--- config.mk ---
export PLATFORM = sky130hd
export DESIGN_NAME = adsr_envelope
export DESIGN_NICKNAME = d
export VERILOG_FILES = /design/src/rtl/adsr_pkg.sv /design/src/rtl/adsr_step_timer.sv /design/src/rtl/adsr_envelope.sv
export SDC_FILE = /design/constraint.sdc
export NUM_CORES = 1
export LEC_CHECK = 0
export BUFFER_PORTS_ARGS = -buffer_cell sky130_fd_sc_hd__buf_4
export CORE_UTILIZATION = 55
export DETAILED_ROUTE_END_ITERATION = 6
export PLACE_DENSITY = 0.8
export SYNTH_ARGS = -nofsm -noshare
export SYNTH_HDL_FRONTEND = slang
export SYNTH_SLANG_ARGS = --single-unit
--- constraint.sdc ---
create_clock -name clk -period 8.6 [get_ports clk]
set_clock_uncertainty 0.2 [all_clocks]
set_input_delay 0.86 -clock clk [delete_from_list [all_inputs] [get_ports clk]]
set_output_delay 0.86 -clock clk [all_outputs]
set_load 0.02 [all_outputs]
--- src/rtl/adsr_pkg.sv ---
`default_nettype none
// ============================================================================
//  Module      : adsr_pkg
//  Description : Shared definitions for the ADSR envelope generator: the
//                3-bit stage encoding and the full-scale level helper.
//  Revision    : 1.0  initial release
// ============================================================================
package adsr_pkg;

   // Stage codes are visible on the stage output, so the values are fixed.
   typedef enum logic [2:0] {
      ST_IDLE    = 3'd0,
      ST_ATTACK  = 3'd1,
      ST_DECAY   = 3'd2,
      ST_SUSTAIN = 3'd3,
      ST_RELEASE = 3'd4
   } adsr_stage_t;

   // Full-scale level for a w-bit envelope: 2^w - 1.
   function automatic int unsigned adsr_max_level(input int unsigned w);
      return (32'd1 << w) - 32'd1;
   endfunction

endpackage : adsr_pkg
`default_nettype wire

--- src/rtl/adsr_step_timer.sv ---
`default_nettype none
// ============================================================================
//  Module      : adsr_step_timer
//  Description : Step timebase for the envelope. A prescaler divides clk by
//                PRESCALE; a rate counter counts prescaler ticks. A step
//                fires on a terminal tick once the rate counter has reached
//                the (live) rate, giving one step every PRESCALE*(rate+1)
//                clocks after the last clear.
//  Ports       : clk, rst_n (sync, active-low)
//                clear  - restart both counters (stage entry)
//                rate   - active stage rate
//                step   - one-cycle step strobe (combinational)
//  Revision    : 1.0  initial release
// ============================================================================
module adsr_step_timer #(
   parameter int RW       = 8,
   parameter int PRESCALE = 256
) (
   input  logic          clk,
   input  logic          rst_n,
   input  logic          clear,
   input  logic [RW-1:0] rate,
   output logic          step
);

   // A one-clock prescaler still needs a 1-bit counter that simply stays 0.
   localparam int unsigned c_pw = (PRESCALE > 1) ? $clog2(PRESCALE) : 1;
   localparam logic [c_pw-1:0] c_psc_tc  = c_pw'(PRESCALE - 1);
   localparam logic [c_pw-1:0] c_psc_one = c_pw'(1);
   localparam logic [RW-1:0]   c_rate_one = RW'(1);

   logic [c_pw-1:0] r_psc;
   logic [RW-1:0]   r_rate_cnt;
   logic            w_tc;
   logic            w_rate_hit;

   assign w_tc       = (r_psc == c_psc_tc);
   // >= rather than == so a rate lowered mid-interval fires at once.
   assign w_rate_hit = (r_rate_cnt >= rate);
   assign step       = w_tc && w_rate_hit;

   always_ff @(posedge clk) begin
      if (!rst_n || clear) begin
         r_psc      <= '0;
         r_rate_cnt <= '0;
      end else if (w_tc) begin
         r_psc      <= '0;
         r_rate_cnt <= w_rate_hit ? '0 : r_rate_cnt + c_rate_one;
      end else begin
         r_psc      <= r_psc + c_psc_one;
      end
   end

endmodule : adsr_step_timer
`default_nettype wire

--- src/rtl/adsr_envelope.sv ---
`default_nettype none
// ============================================================================
//  Module      : adsr_envelope
//  Description : Gate-driven ADSR envelope generator. Level ramps up in
//                ATTACK, down to the sustain level in DECAY, follows the
//                sustain input in SUSTAIN and falls to zero in RELEASE.
//                Optional retrigger is enabled by defining ADSR_RETRIG_EN;
//                otherwise trig is ignored.
//  Ports       : clk, rst_n (sync, active-low)
//                gate         - note held (level-sensitive)
//                trig         - one-cycle retrigger pulse
//                attack/decay - per-stage step rates
//                release_rate - release step rate ("release" is a reserved
//                               word, hence the longer port name)
//                sustain      - sustain level
//                level        - registered envelope level
//                stage        - current stage code
//                busy         - stage != IDLE
//                done         - one-cycle pulse as release reaches zero
//  Revision    : 1.0  initial release
// ============================================================================
module adsr_envelope
   import adsr_pkg::*;
#(
   parameter int W        = 8,
   parameter int RW       = 8,
   parameter int PRESCALE = 256
) (
   input  logic          clk,
   input  logic          rst_n,
   input  logic          gate,
   input  logic          trig,
   input  logic [RW-1:0] attack,
   input  logic [RW-1:0] decay,
   input  logic [RW-1:0] release_rate,
   input  logic [W-1:0]  sustain,
   output logic [W-1:0]  level,
   output logic [2:0]    stage,
   output logic          busy,
   output logic          done
);

   localparam logic [W-1:0] c_max = W'(adsr_max_level(W));
   localparam logic [W-1:0] c_one = W'(1);

   adsr_stage_t     r_state, w_state_nxt;
   logic [W-1:0]    r_level, w_level_nxt;
   logic            r_done,  w_done_nxt;
   logic            w_clear;
   logic            w_step;
   logic            w_retrig;
   logic [RW-1:0]   w_rate;

`ifdef ADSR_RETRIG_EN
   assign w_retrig = trig;
`else
   logic w_trig_unused;
   assign w_trig_unused = trig;
   assign w_retrig      = 1'b0;
`endif

   // Sustain tracking steps at the decay rate.
   always_comb begin
      w_rate = decay;
      case (r_state)
         ST_ATTACK:  w_rate = attack;
         ST_RELEASE: w_rate = release_rate;
         default:    w_rate = decay;
      endcase
   end

   adsr_step_timer #(
      .RW       (RW),
      .PRESCALE (PRESCALE)
   ) u_step_timer (
      .clk   (clk),
      .rst_n (rst_n),
      .clear (w_clear),
      .rate  (w_rate),
      .step  (w_step)
   );

   always_ff @(posedge clk) begin
      if (!rst_n) begin
         r_state <= ST_IDLE;
         r_level <= '0;
         r_done  <= 1'b0;
      end else begin
         r_state <= w_state_nxt;
         r_level <= w_level_nxt;
         r_done  <= w_done_nxt;
      end
   end

   // Within a cycle: gate fall beats retrigger, which beats a step. A step
   // that lands on a stage target changes stage on the same edge.
   always_comb begin
      w_state_nxt = r_state;
      w_level_nxt = r_level;
      w_done_nxt  = 1'b0;
      w_clear     = 1'b0;
      case (r_state)
         ST_IDLE: begin
            w_level_nxt = '0;
            if (gate) w_state_nxt = ST_ATTACK;
         end
         ST_ATTACK: begin
            if (!gate) begin
               w_state_nxt = ST_RELEASE;
            end else if (w_retrig) begin
               w_clear = 1'b1;
            end else if (r_level == c_max) begin
               w_state_nxt = ST_DECAY;
            end else if (w_step) begin
               w_level_nxt = r_level + c_one;
               if (w_level_nxt == c_max) w_state_nxt = ST_DECAY;
            end
         end
         ST_DECAY: begin
            if (!gate) begin
               w_state_nxt = ST_RELEASE;
            end else if (w_retrig) begin
               w_state_nxt = ST_ATTACK;
            end else if (r_level <= sustain) begin
               w_state_nxt = ST_SUSTAIN;
            end else if (w_step) begin
               w_level_nxt = r_level - c_one;
               if (w_level_nxt == sustain) w_state_nxt = ST_SUSTAIN;
            end
         end
         ST_SUSTAIN: begin
            if (!gate) begin
               w_state_nxt = ST_RELEASE;
            end else if (w_retrig) begin
               w_state_nxt = ST_ATTACK;
            end else if (w_step) begin
               if (r_level < sustain)      w_level_nxt = r_level + c_one;
               else if (r_level > sustain) w_level_nxt = r_level - c_one;
            end
         end
         ST_RELEASE: begin
            if (gate) begin
               w_state_nxt = ST_ATTACK;
            end else if (r_level == '0) begin
               w_state_nxt = ST_IDLE;
               w_done_nxt  = 1'b1;
            end else if (w_step) begin
               w_level_nxt = r_level - c_one;
               if (w_level_nxt == '0) begin
                  w_state_nxt = ST_IDLE;
                  w_done_nxt  = 1'b1;
               end
            end
         end
         default: begin
            w_state_nxt = ST_IDLE;
            w_level_nxt = '0;
         end
      endcase
      // Every stage entry restarts the step timebase.
      if (w_state_nxt != r_state) w_clear = 1'b1;
   end

   assign level = r_level;
   assign stage = r_state;
   assign busy  = (r_state != ST_IDLE);
   assign done  = r_done;

endmodule : adsr_envelope
`default_nettype wire

**Word-level counts from Yosys, hierarchy flattened**

Index checks and enable logic that the tools add are counted.

- Add/sub/neg operators: 4
- Order comparisons: 4
- Eq/ne operators: 19
- Muxes and demuxes: 34
- Bitwise operators: 2
- Reduce and logical (&&, ||, !) cells: 10

Operators with widths:

| kind | count |
|---|---|
| $mux 8 | 13 |
| $mux 3 | 14 |
| $pmux 8 s4 | 1 |
| $add 8x1->8 const B | 3 |
| $eq 8x8->1 const B | 3 |
| $logic_not 8->1 | 2 |
| $pmux 8 s2 | 1 |
| $pmux 3 s5 | 1 |
| $ne 2x2->1 const B | 7 |
| $reduce_and 10->1 | 1 |
| $eq 8x8->1 | 1 |
| $ge 8x8->1 | 1 |
| $gt 8x8->1 | 1 |
| $le 8x8->1 | 1 |
| $lt 8x8->1 | 1 |
| $sub 8x1->8 const B | 1 |
| $eq 3x2->1 const B | 2 |
| $mux 1 | 4 |
| $ne 2x1->1 const B | 2 |
| $eq 3x1->1 const B | 1 |
| $eq 3x3->1 const B | 1 |
| $logic_not 3->1 | 1 |
| $ne 3x3->1 | 1 |
| $ne 3x3->1 const B | 1 |
| other kinds (7) | 8 |

- Flip-flop bits (word level): 28
- Input port bits: 36
- Word-level logic and storage cells: 78

**Longest topological paths before layout**

Gate-level depths: netlist of the first run.

- Word-level depth: 12
- Mapped depth: 14

**Cells and area by module**

From an unflattened synthesis of the first run, not the netlist that was laid out.

- Cell total of the unflattened synthesis: 383
- Area total of the unflattened synthesis: 2924.1 sq um

Modules (own cells, without submodules):

| module | instances | cells each | area each (sq um) |
|---|---|---|---|
| adsr_envelope | 1 | 276 | 1971.9 |
| adsr_step_timer | 1 | 107 | 952.2 |

**Worst setup path before layout of the first run**

Ideal clock, no wire load.

- Kind: register to register
- From: register r_state[2], in the netlist stage[2]
- To: register r_level[1], in the netlist level[1]
- Library setup time: 70 ps
- Arrival: 3448 ps
- Data required time: 8330 ps
- Slack: 4882 ps
- Stages on the path, launching flop included: 13
- Buffers on the path: 2
- Cells stage by stage: dfxtp_1 buf_1 nand2_1 a21oi_1 o22ai_1 ha_1 nand4_2 o31ai_4 a31oi_1 or3b_1 buf_2 a2111o_1 a21oi_1

- Longest elaborated chain between the ends: 8
- Elaborated cells between the ends (all ways): 24
- Classes of those cells: order compare: 1; eq/ne: 14; mux: 7; reduce/logical: 2

Ends and longest elaborated chain:

| element | line | text |
|---|---|---|
| from (decl) | adsr_envelope.sv:46 | `adsr_stage_t r_state, w_state_nxt;` |
| from (signal assigned) | adsr_envelope.sv:89 | `r_state <= w_state_nxt;` |
| $eq 3x3->1 / $eq 3x1->1 (equally long branches) | adsr_envelope.sv:65, adsr_envelope.sv:102 |  |
| $pmux 8 s2 | adsr_envelope.sv:65 | `case (r_state)` |
| $ge 8x8->1 | adsr_step_timer.sv:39 | `assign w_rate_hit = (r_rate_cnt >= rate);` |
| $logic_and 1x1->1 | adsr_step_timer.sv:40 | `assign step = w_tc && w_rate_hit;` |
| $mux 8 | -- |  |
| $mux 8, on equally long branches (2 in a row) | -- |  |
| $pmux 8 s4 | adsr_envelope.sv:102 | `case (r_state)` |
| to (signal assigned) | adsr_envelope.sv:90 | `r_level <= w_level_nxt;` |
| to (decl) | adsr_envelope.sv:47 | `logic [W-1:0] r_level, w_level_nxt;` |

Parallel ways exist; a longest one is shown, timed or not. The select of a mux whose other input is x is not followed.
A chain may end at the register's enable or synchronous reset.

**Worst setup path after layout of the first run**

- From: register r_state[2], in the netlist stage[2]
- To: register u_step_timer.r_rate_cnt[0]

- Longest elaborated chain between the ends: 11
- Elaborated cells between the ends (all ways): 27
- Classes of those cells: order compare: 1; eq/ne: 5; mux: 18; reduce/logical: 3

Ends and longest elaborated chain:

| element | line | text |
|---|---|---|
| $eq 3x3->1 / $eq 3x1->1 (equally long branches) | adsr_envelope.sv:65, adsr_envelope.sv:102 |  |
| $pmux 8 s2 | adsr_envelope.sv:65 |  |
| $ge 8x8->1 | adsr_step_timer.sv:39 |  |
| $logic_and 1x1->1 | adsr_step_timer.sv:40 |  |
| $mux 3, on equally long branches | adsr_envelope.sv:147, adsr_envelope.sv:114, adsr_envelope.sv:126 |  |
| $mux 3, on equally long branches | adsr_envelope.sv:144, adsr_envelope.sv:112, adsr_envelope.sv:124 |  |
| $mux 3, on equally long branches | adsr_envelope.sv:142, adsr_envelope.sv:108, adsr_envelope.sv:120 |  |
| $pmux 3 s5 | adsr_envelope.sv:102 |  |
| $ne 3x3->1 | adsr_envelope.sv:161 | `if (w_state_nxt != r_state) w_clear = 1'b1;` |
| $mux 1 | adsr_envelope.sv:161 |  |
| $logic_or 1x1->1 | adsr_step_timer.sv:43 | `if (!rst_n \|\| clear) begin` |
| to (signal assigned) | adsr_step_timer.sv:48 | `r_rate_cnt <= w_rate_hit ? '0 : r_rate_cnt + c_rate_one;` |
| to (decl) | adsr_step_timer.sv:33 | `logic [RW-1:0] r_rate_cnt;` |

Parallel ways exist; a longest one is shown, timed or not.

==> summary.txt, run 1 <==
LAYOUT
-------------------------------------------------------------------------------------------------
Register Area                                                                           561 sq um
Multi-input logic area                                                                 1970 sq um
Number of filler cells placed in the layout                                                   398
Count of placed standard cells in the final layout, fillers left out                          422
Commonest non-fill, non-tap cell in the layout                                       sky130_fd_sc_hd__buf_4
Count of inserted antenna diode cells                                                           0
Relative area change from synthesis to final layout                                         15.5%
Commonest cells after routing, fill and taps aside                                   47 x sky130_fd_sc_hd__buf_4, 28 x sky130_fd_sc_hd__dfxtp_1, 23 x sky130_fd_sc_hd__nand2_1, 22 x sky130_fd_sc_hd__nor2_1, 22 x sky130_fd_sc_hd__ha_1
Fraction of layout cells with a size suffix above 1                                         18.6%
Final net count                                                                               429

SYNTH
-------------------------------------------------------------------------------------------------
Cell taking the most area after synthesis                                            sky130_fd_sc_hd__dfxtp_1
Async set-or-reset flop fraction in the synthesized netlist                                    0%
Main synth FF type                                                                   sky130_fd_sc_hd__dfxtp_1
Mean instance size in the synthesized netlist                                          7.98 sq um
Syn Std Cell Area                                                                      2660 sq um
Number of enable flip-flop cells after synthesis                                                0
Sequential share of the synthesized area                                                    21.0%
Number of distinct library cell variants in the gate-level netlist after synthesis             61
Number of synthesized register bits                                                            28
Count of warnings emitted by yosys                                                              0
Largest cells by area after synthesis                                                sky130_fd_sc_hd__dfxtp_1 21%, sky130_fd_sc_hd__ha_1 10%, sky130_fd_sc_hd__xnor2_1 4.6%
Instance count of the mapped netlist                                                          334
Post-synth net total                                                                          392
Area share of the largest cell type after synthesis                                         21.0%

CRITICAL PATH
-------------------------------------------------------------------------------------------------
Endpoint of the most critical register-to-register path                              u_step_timer.r_rate_cnt[0]
Top Family by Delay on Critical Path                                                 compound AO/OA/AOI/OAI gates
Slowest CP cell                                                                      sky130_fd_sc_hd__a32oi_2
Setup slack of the most critical reg-to-reg path                                          4280 ps
Max FO, Critical Path                                                                          16
Launching point of the worst reg2reg path                                                stage[2]
CP Depth                                                                                       10
Critical path start-end classification                                                    reg2reg
CP Launch Point                                                                          stage[2]
Count of buffering cells on the critical path with inverters included                           0
Nature of the critical path startpoint                                                       flop
CP Data Required Time                                                                     8530 ps
Cell breakdown of the critical path                                                  nand2_1 > a21oi_1 > o22ai_1 > ha_1 > nand4_2 > o31ai_4 > and2_2 > nand4_1 > a32oi_2 > nor3_1
Slowest stage delay, CP                                                                    720 ps
Worst r2r path cells                                                                           10
Capturing element type of the critical path                                                  flop
Data arrival time of the worst path                                                       4250 ps

CLOCK NETWORK
-------------------------------------------------------------------------------------------------
# Post-CTS Setup Buffers                                                                        0
Hold-fix buffers at CTS                                                                         0
Number of clock buffers inserted by TritonCTS                                                   3
Clk sinks                                                                                      28
Max Root-Sink Buffers                                                                           2
Clk slew on worst S/H paths                                                                100 ps
Number of instances resized during post-cts repair                                              0
CTS HTree Levels                                                                                1
Worst-skew pair later-pin latency                                                          270 ps
Clock tree from TritonCTS                                                                     yes
Clock root buffer                                                                    sky130_fd_sc_hd__clkbuf_8

STA
-------------------------------------------------------------------------------------------------
Final critical delay including setup and external delays                                  4320 ps
Fin Hold WS                                                                                335 ps
Number of max-slew violations in the final report                                               0
Slew HR                                                                                     44.5%
Measured slew at the worst slew-check pin                                                  833 ps
Final Hold Fails                                                                                0
Part of the cycle the worst path needs                                                      50.2%
Sum of negative setup slack                                                                  0 ps
Final setup fails                                                                               0
Setup repair after global routing missed its margin                                            no
Highest Clock Rate                                                                        231 MHz

ROUTING
-------------------------------------------------------------------------------------------------
Final antenna-violating net count                                                               0
Wirelength per Cell                                                                       16.7 um
Vias post-DR                                                                                 2756
Post-DR vias/cell                                                                            6.53
Wirelength, routed                                                                        7050 um
Detailed-router iteration count before antenna repair                                           5
Initial DRC Count                                                                             304
# DRC                                                                                           0

RUN STATUS
-------------------------------------------------------------------------------------------------
Status                                                                               finished clean

FLOORPLAN
-------------------------------------------------------------------------------------------------
Core box area                                                                          4500 sq um
Die Span Y                                                                                71.6 um
Top Ports                                                                                      49
Initial Utilization                                                                         59.1%
Total die area                                                                         5130 sq um
Row count                                                                                      24
Width of the die                                                                          71.6 um

GRT
-------------------------------------------------------------------------------------------------
Initial antenna violation count                                                                 0
Pin count of the biggest net entering global routing                                           25
Vias in the first global route                                                               2523
Overall Global Routing Usage                                                                28.9%
First-pass GRT wire length                                                               12000 um
Overflow left after global routing                                                              0

POWER
-------------------------------------------------------------------------------------------------
Power density over the cells                                                          113 nW/um^2
Leak Pwr                                                                               0.00125 uW
Maximum ir drop on the vdd rail                                                          0.110 mV
Fraction of power consumed by the clock network                                             29.8%
Combinational cell fraction of total power                                                  29.5%
Switching Power                                                                            106 uW
P_int                                                                                      241 uW
Switching power share of the total                                                          30.6%
Total power consumption of the routed design                                               347 uW
Relative contribution of sequential cells to total power                                    40.6%

MIN PATH
-------------------------------------------------------------------------------------------------
Endpoint of the worst hold-timing path                                               u_step_timer.r_psc[0]
Depth of the worst hold-timing path                                                             1
Worst min-delay path category                                                             reg2reg
Launch instance of the worst min-delay path                                          u_step_timer.r_psc[0]

FLOW RUN
-------------------------------------------------------------------------------------------------
Max Cap Violations                                                                              0

PLACE
-------------------------------------------------------------------------------------------------
Number of cells after detailed placement                                                      418
Routability-driven placement congestion ratio                                               0.943
Half-perimeter wire length after detailed placement                                       5360 um
Port Buffers                                                                                   47

==> layout make-up <==
| cell class | instances | share of cell area, % |
|---|---|---|
| multi-input combinational | 275 | 63.9 |
| clock buffer | 3 | 1.34 |
| inverter | 16 | 1.95 |
| tap | 52 | 2.11 |
| timing repair buffer | 47 | 11.5 |
| sequential | 28 | 18.2 |
| clock inverter | 1 | 0.976 |
==> cell usage after synthesis (all sizes together) (3+ instances only) <==
cell type / n
a31oi: 5
a221oi: 3
clkbuf: 3
o22ai: 7
o21a: 3
a21oi: 18
buf: 12
or2: 4
xnor2: 14
nand2b: 6
ha: 22
nand4: 6
nand2: 23
nor4: 10
and2: 3
xor2: 8
o21ai: 13
o22a: 10
o211ai: 3
dfxtp: 28
inv: 16
nor3b: 3
nand3: 11
nor3: 21
a2111oi: 3
o221a: 4
and3: 11
nor2: 24
a211oi: 10
nor2b: 4
o221ai: 3
==> kinds of logic after synthesis <==
kind of cell	share of synthesized area [%]
flops	21.0
fa+ha+maj	10.3
compound gates	27.8
simple gates	27.6
buf+inv	5.12
xor+xnor	8.08
==> worst max path at each step <==
stage	end	slack [ps]
2_1_floorplan	level[1]	4880
3_3_place_gp	u_step_timer.r_psc[6]	4440
3_5_place_dp	u_step_timer.r_rate_cnt[0]	4390
4_1_cts	u_step_timer.r_rate_cnt[0]	4360
5_1_grt	u_step_timer.r_rate_cnt[3]	4030
6_report	u_step_timer.r_rate_cnt[0]	4280
==> sequential cells by signal, summed over array words and instances (netlist names) <==
| signal | count |
|---|---|
| u_step_timer.r_psc | 8 |
| u_step_timer.r_rate_cnt | 8 |
| done | 1 |
| level | 8 |
| stage | 3 |
==> power by group through the flow <==
stage                     registers, uW  clock network [uW]  logic, uW
after floorplan                     142                   0       69.5
after global placement              144                   0       98.4
after global routing                142                 113        112
after CTS                           141                 106        101
after detailed placement            144                   0        100
final                               141                 104        103
==> metal layers <==
layer / GRT usage, % / wire, um / vias up
met2: 45.8 / 3210 / 120
met5: 0 / 0 / -
met3: 3.66 / 510 / 16
met4: 7.19 / 110 / 0
met1: 41.8 / 3220 / 1274
li1: - / - / 1346
==> stage by stage <==
stage	setup slack, ps	util, %	instance area [sq um]
floorplan	4880	-	2660
global route	4030	68.3	3080
global placement	4440	66.7	3010
CTS	4360	68.3	3080
finish	4280	68.3	3080
detailed placement	4390	66.7	3010
(Power assumes the default switching activity.)
==> run 2: changes to the inputs <==
Settings changed: ABC_AREA set to 1, PLACE_DENSITY 0.8 to 0.81.
Clock period 8.6 ns to 4.3 ns, I/O delays scaled along.
==> run 2 against run 1 <==
Worst setup slack worse by 3400 ps. First-iteration DRC count is 49% lower. Routed wire length down 14%. Combinational power rose to 2.7 times the previous value. Critical path type unchanged. Register-to-register slack worse by 3400 ps.
==> summary.txt, run 2 <==
GRT
-------------------------------------------------------------------------------------------------
Global-route track usage on met3                                                            3.92%
Global routing usage on met2                                                                39.8%
Overflow left after global routing                                                              0
Pin count of the biggest net entering global routing                                           17
First-pass GRT wire length                                                               10300 um
Overall Global Routing Usage                                                                25.6%
Met1 GRT Util                                                                               37.2%
Initial antenna violation count                                                                 0
Vias in the first global route                                                               2337
Most utilized layer in the global route result                                               met2

SYNTH
-------------------------------------------------------------------------------------------------
Async set-or-reset flop fraction in the synthesized netlist                                    0%
Post-synth net total                                                                          454
Number of enable flip-flop cells after synthesis                                                0
Mean instance size in the synthesized netlist                                          6.31 sq um
Number of synthesized register bits                                                            28
Count of warnings emitted by yosys                                                              0
Area share of the largest cell type after synthesis                                         22.4%
Most common cell in the netlist                                                      sky130_fd_sc_hd__nand2_1
Instance count of the mapped netlist                                                          396
Ranking of synthesized cells by instance count                                       106 x sky130_fd_sc_hd__nand2_1, 63 x sky130_fd_sc_hd__nor2_1, 44 x sky130_fd_sc_hd__inv_1, 35 x sky130_fd_sc_hd__nand3_1, 28 x sky130_fd_sc_hd__dfxtp_1
Syn Std Cell Area                                                                      2500 sq um
Main synth FF type                                                                   sky130_fd_sc_hd__dfxtp_1
Largest cells by area after synthesis                                                sky130_fd_sc_hd__dfxtp_1 22%, sky130_fd_sc_hd__nand2_1 16%, sky130_fd_sc_hd__ha_1 11%
Sequential share of the synthesized area                                                    22.4%
Cell taking the most area after synthesis                                            sky130_fd_sc_hd__dfxtp_1
Number of distinct library cell variants in the gate-level netlist after synthesis             34

STA
-------------------------------------------------------------------------------------------------
Final setup fails                                                                               0
Setup repair after global routing missed its margin                                            no
Number of max-slew violations in the final report                                               0
Sum of negative setup slack                                                                  0 ps
Final critical delay including setup and external delays                                  3440 ps
Highest Clock Rate                                                                        291 MHz
Measured slew at the worst slew-check pin                                                  643 ps
Slew HR                                                                                     57.0%
Part of the cycle the worst path needs                                                      79.9%
PnR worst setup slack                                                                      863 ps
Final Hold Fails                                                                                0

CLOCK NETWORK
-------------------------------------------------------------------------------------------------
Clock root buffer                                                                    sky130_fd_sc_hd__clkbuf_8
Number of clock buffers inserted by TritonCTS                                                   3
# Post-CTS Setup Buffers                                                                        0
Max Root-Sink Buffers                                                                           2
Hold-fix buffers at CTS                                                                         0
Clock tree from TritonCTS                                                                     yes
Number of instances resized during post-cts repair                                              0
Worst-skew pair later-pin latency                                                          280 ps
CTS HTree Levels                                                                                1
Clk slew on worst S/H paths                                                                100 ps
Clk sinks                                                                                      28

POWER
-------------------------------------------------------------------------------------------------
Maximum ir drop on the vdd rail                                                          0.168 mV
Fraction of power consumed by the clock network                                             26.9%
Switching power share of the total                                                          35.7%
Switching Power                                                                            280 uW
Relative contribution of sequential cells to total power                                    37.9%
P_int                                                                                      504 uW
Power density over the cells                                                          265 nW/um^2
Leak Pwr                                                                               0.00151 uW
Total power consumption of the routed design                                               783 uW
Combinational cell fraction of total power                                                  35.2%

LAYOUT
-------------------------------------------------------------------------------------------------
Count of inserted antenna diode cells                                                           0
Commonest cells after routing, fill and taps aside                                   106 x sky130_fd_sc_hd__nand2_1, 63 x sky130_fd_sc_hd__nor2_1, 49 x sky130_fd_sc_hd__buf_4, 44 x sky130_fd_sc_hd__inv_1, 35 x sky130_fd_sc_hd__nand3_1
Register Area                                                                           561 sq um
Number of filler cells placed in the layout                                                   376
Commonest non-fill, non-tap cell in the layout                                       sky130_fd_sc_hd__nand2_1
Multi-input logic area                                                                 1710 sq um
Final net count                                                                               502
Relative area change from synthesis to final layout                                         18.3%
Fraction of layout cells with a size suffix above 1                                         16.9%

CRITICAL PATH
-------------------------------------------------------------------------------------------------
Capturing element type of the critical path                                                  flop
Critical path start-end classification                                                    reg2reg
Data arrival time of the worst path                                                       3460 ps
Max FO, Critical Path                                                                           8
Nature of the critical path startpoint                                                       flop
CP Data Required Time                                                                     4320 ps

PLACE
-------------------------------------------------------------------------------------------------
Routability-driven placement congestion ratio                                               0.921
Port Buffers                                                                                   47
Dpl ws                                                                                     875 ps
Half-perimeter wire length after detailed placement                                       4800 um

FLOORPLAN
-------------------------------------------------------------------------------------------------
Top Ports                                                                                      49
Initial Utilization                                                                         57.4%
Die Span Y                                                                                69.4 um
Width of the die                                                                          69.4 um
Total die area                                                                         4810 sq um
Core box area                                                                          4350 sq um
Row count                                                                                      24

ROUTING
-------------------------------------------------------------------------------------------------
Detailed-router iteration count before antenna repair                                           5
Initial DRC Count                                                                             154
Final antenna-violating net count                                                               0
Wirelength per Cell                                                                       12.3 um
# DRC                                                                                           0
Wirelength, routed                                                                        6090 um
Post-DR vias/cell                                                                            5.33
Vias post-DR                                                                                 2640

RUN STATUS
-------------------------------------------------------------------------------------------------
Status                                                                               finished clean

FLOW RUN
-------------------------------------------------------------------------------------------------
Max Cap Violations                                                                              0

MIN PATH
-------------------------------------------------------------------------------------------------
Worst min-delay path category                                                              in2reg

run 2: changes by cell type after synthesis, moves of 6 or more:
cell / change
sky130_fd_sc_hd__nand2_1: +83
sky130_fd_sc_hd__nor2_1: +41
sky130_fd_sc_hd__inv_1: +28
sky130_fd_sc_hd__nand3_1: +24
sky130_fd_sc_hd__nor3_1: -16
sky130_fd_sc_hd__and3_1: -11
sky130_fd_sc_hd__xnor2_1: -11
sky130_fd_sc_hd__o22a_1: -10
sky130_fd_sc_hd__a211oi_1: -9
sky130_fd_sc_hd__nor4_1: -9
sky130_fd_sc_hd__o22ai_1: -7
sky130_fd_sc_hd__a22o_1: +6
sky130_fd_sc_hd__nand2b_1: -6
run 2: cell type report:
cell class | instances | area share, %
multi-input cells | 315 | 58.0
flip-flops and latches | 28 | 19.0
repair buffers | 49 | 12.5
inverters | 47 | 5.97
well taps | 52 | 2.20
clock buffers | 3 | 1.40
clock inverters | 1 | 1.02
run 2: final timing paths:
path	cells after the start	end	slack (ps)	startpoint
min	3	stage[2]	220	rst_n
max reg2reg	19	u_step_timer.r_rate_cnt[7]	860	stage[1]
max	19	u_step_timer.r_rate_cnt[7]	860	stage[1]
min reg2reg	1	u_step_timer.r_psc[0]	260	u_step_timer.r_psc[0]
run 2: cell families (layout without fill, tap and decap cells):
group,after synthesis,after routing,share of synthesized area (%)
adders and majority gates,22,22,11.0
AOI/OAI and AO/OA,46,46,11.7
muxes,1,1,0.451
DFF,28,28,22.4
and+or+nand+nor,234,234,41.2
xor gates and xnor gates,12,12,4.21
buffers and inverters,53,100,8.97
run 2: metal layers:
metal,routed length (um),vias up
met5,0,-
met4,63,0
met3,459,9
met2,2630,95
met1,2930,1156
li1,-,1380
run 2: metrics by stage:
stage	cell area [sq um]	std cells	util [%]	hold slack, ps
3_3_place_gp	2880	491	66.2	231
4_1_cts	2950	495	67.8	212
2_1_floorplan	2500	396	-	218
5_1_grt	2950	495	67.8	213
6_report	2950	495	67.8	219
3_5_place_dp	2880	491	66.2	248
run 2: power groups by stage:
stage | combinational (uW) | sequential [uW] | clock, uW
after CTS | 273 | 296 | 217
after global routing | 314 | 299 | 226
after floorplan | 191 | 300 | 0
after global placement | 266 | 302 | 0
final | 276 | 297 | 211
after detailed placement | 272 | 302 | 0
run 2: worst max-delay path: stages (launching register included):
cell and delay, ps:
sky130_fd_sc_hd__dfxtp_1 360, sky130_fd_sc_hd__nor2_1 240, sky130_fd_sc_hd__inv_1 90, sky130_fd_sc_hd__nor2_1 300, sky130_fd_sc_hd__nor2_1 230, sky130_fd_sc_hd__a21oi_1 230, sky130_fd_sc_hd__ha_1 270, sky130_fd_sc_hd__a21oi_1 150
sky130_fd_sc_hd__nor2_1 50, sky130_fd_sc_hd__nor2_1 100, sky130_fd_sc_hd__nand3_1 130, sky130_fd_sc_hd__nand2_1 140, sky130_fd_sc_hd__inv_1 100, sky130_fd_sc_hd__nand2_1 120, sky130_fd_sc_hd__nand3_2 80, sky130_fd_sc_hd__nand2_1 80
sky130_fd_sc_hd__nand2_2 60, sky130_fd_sc_hd__a21oi_4 160, sky130_fd_sc_hd__nand3_2 180, sky130_fd_sc_hd__nor2_1 110
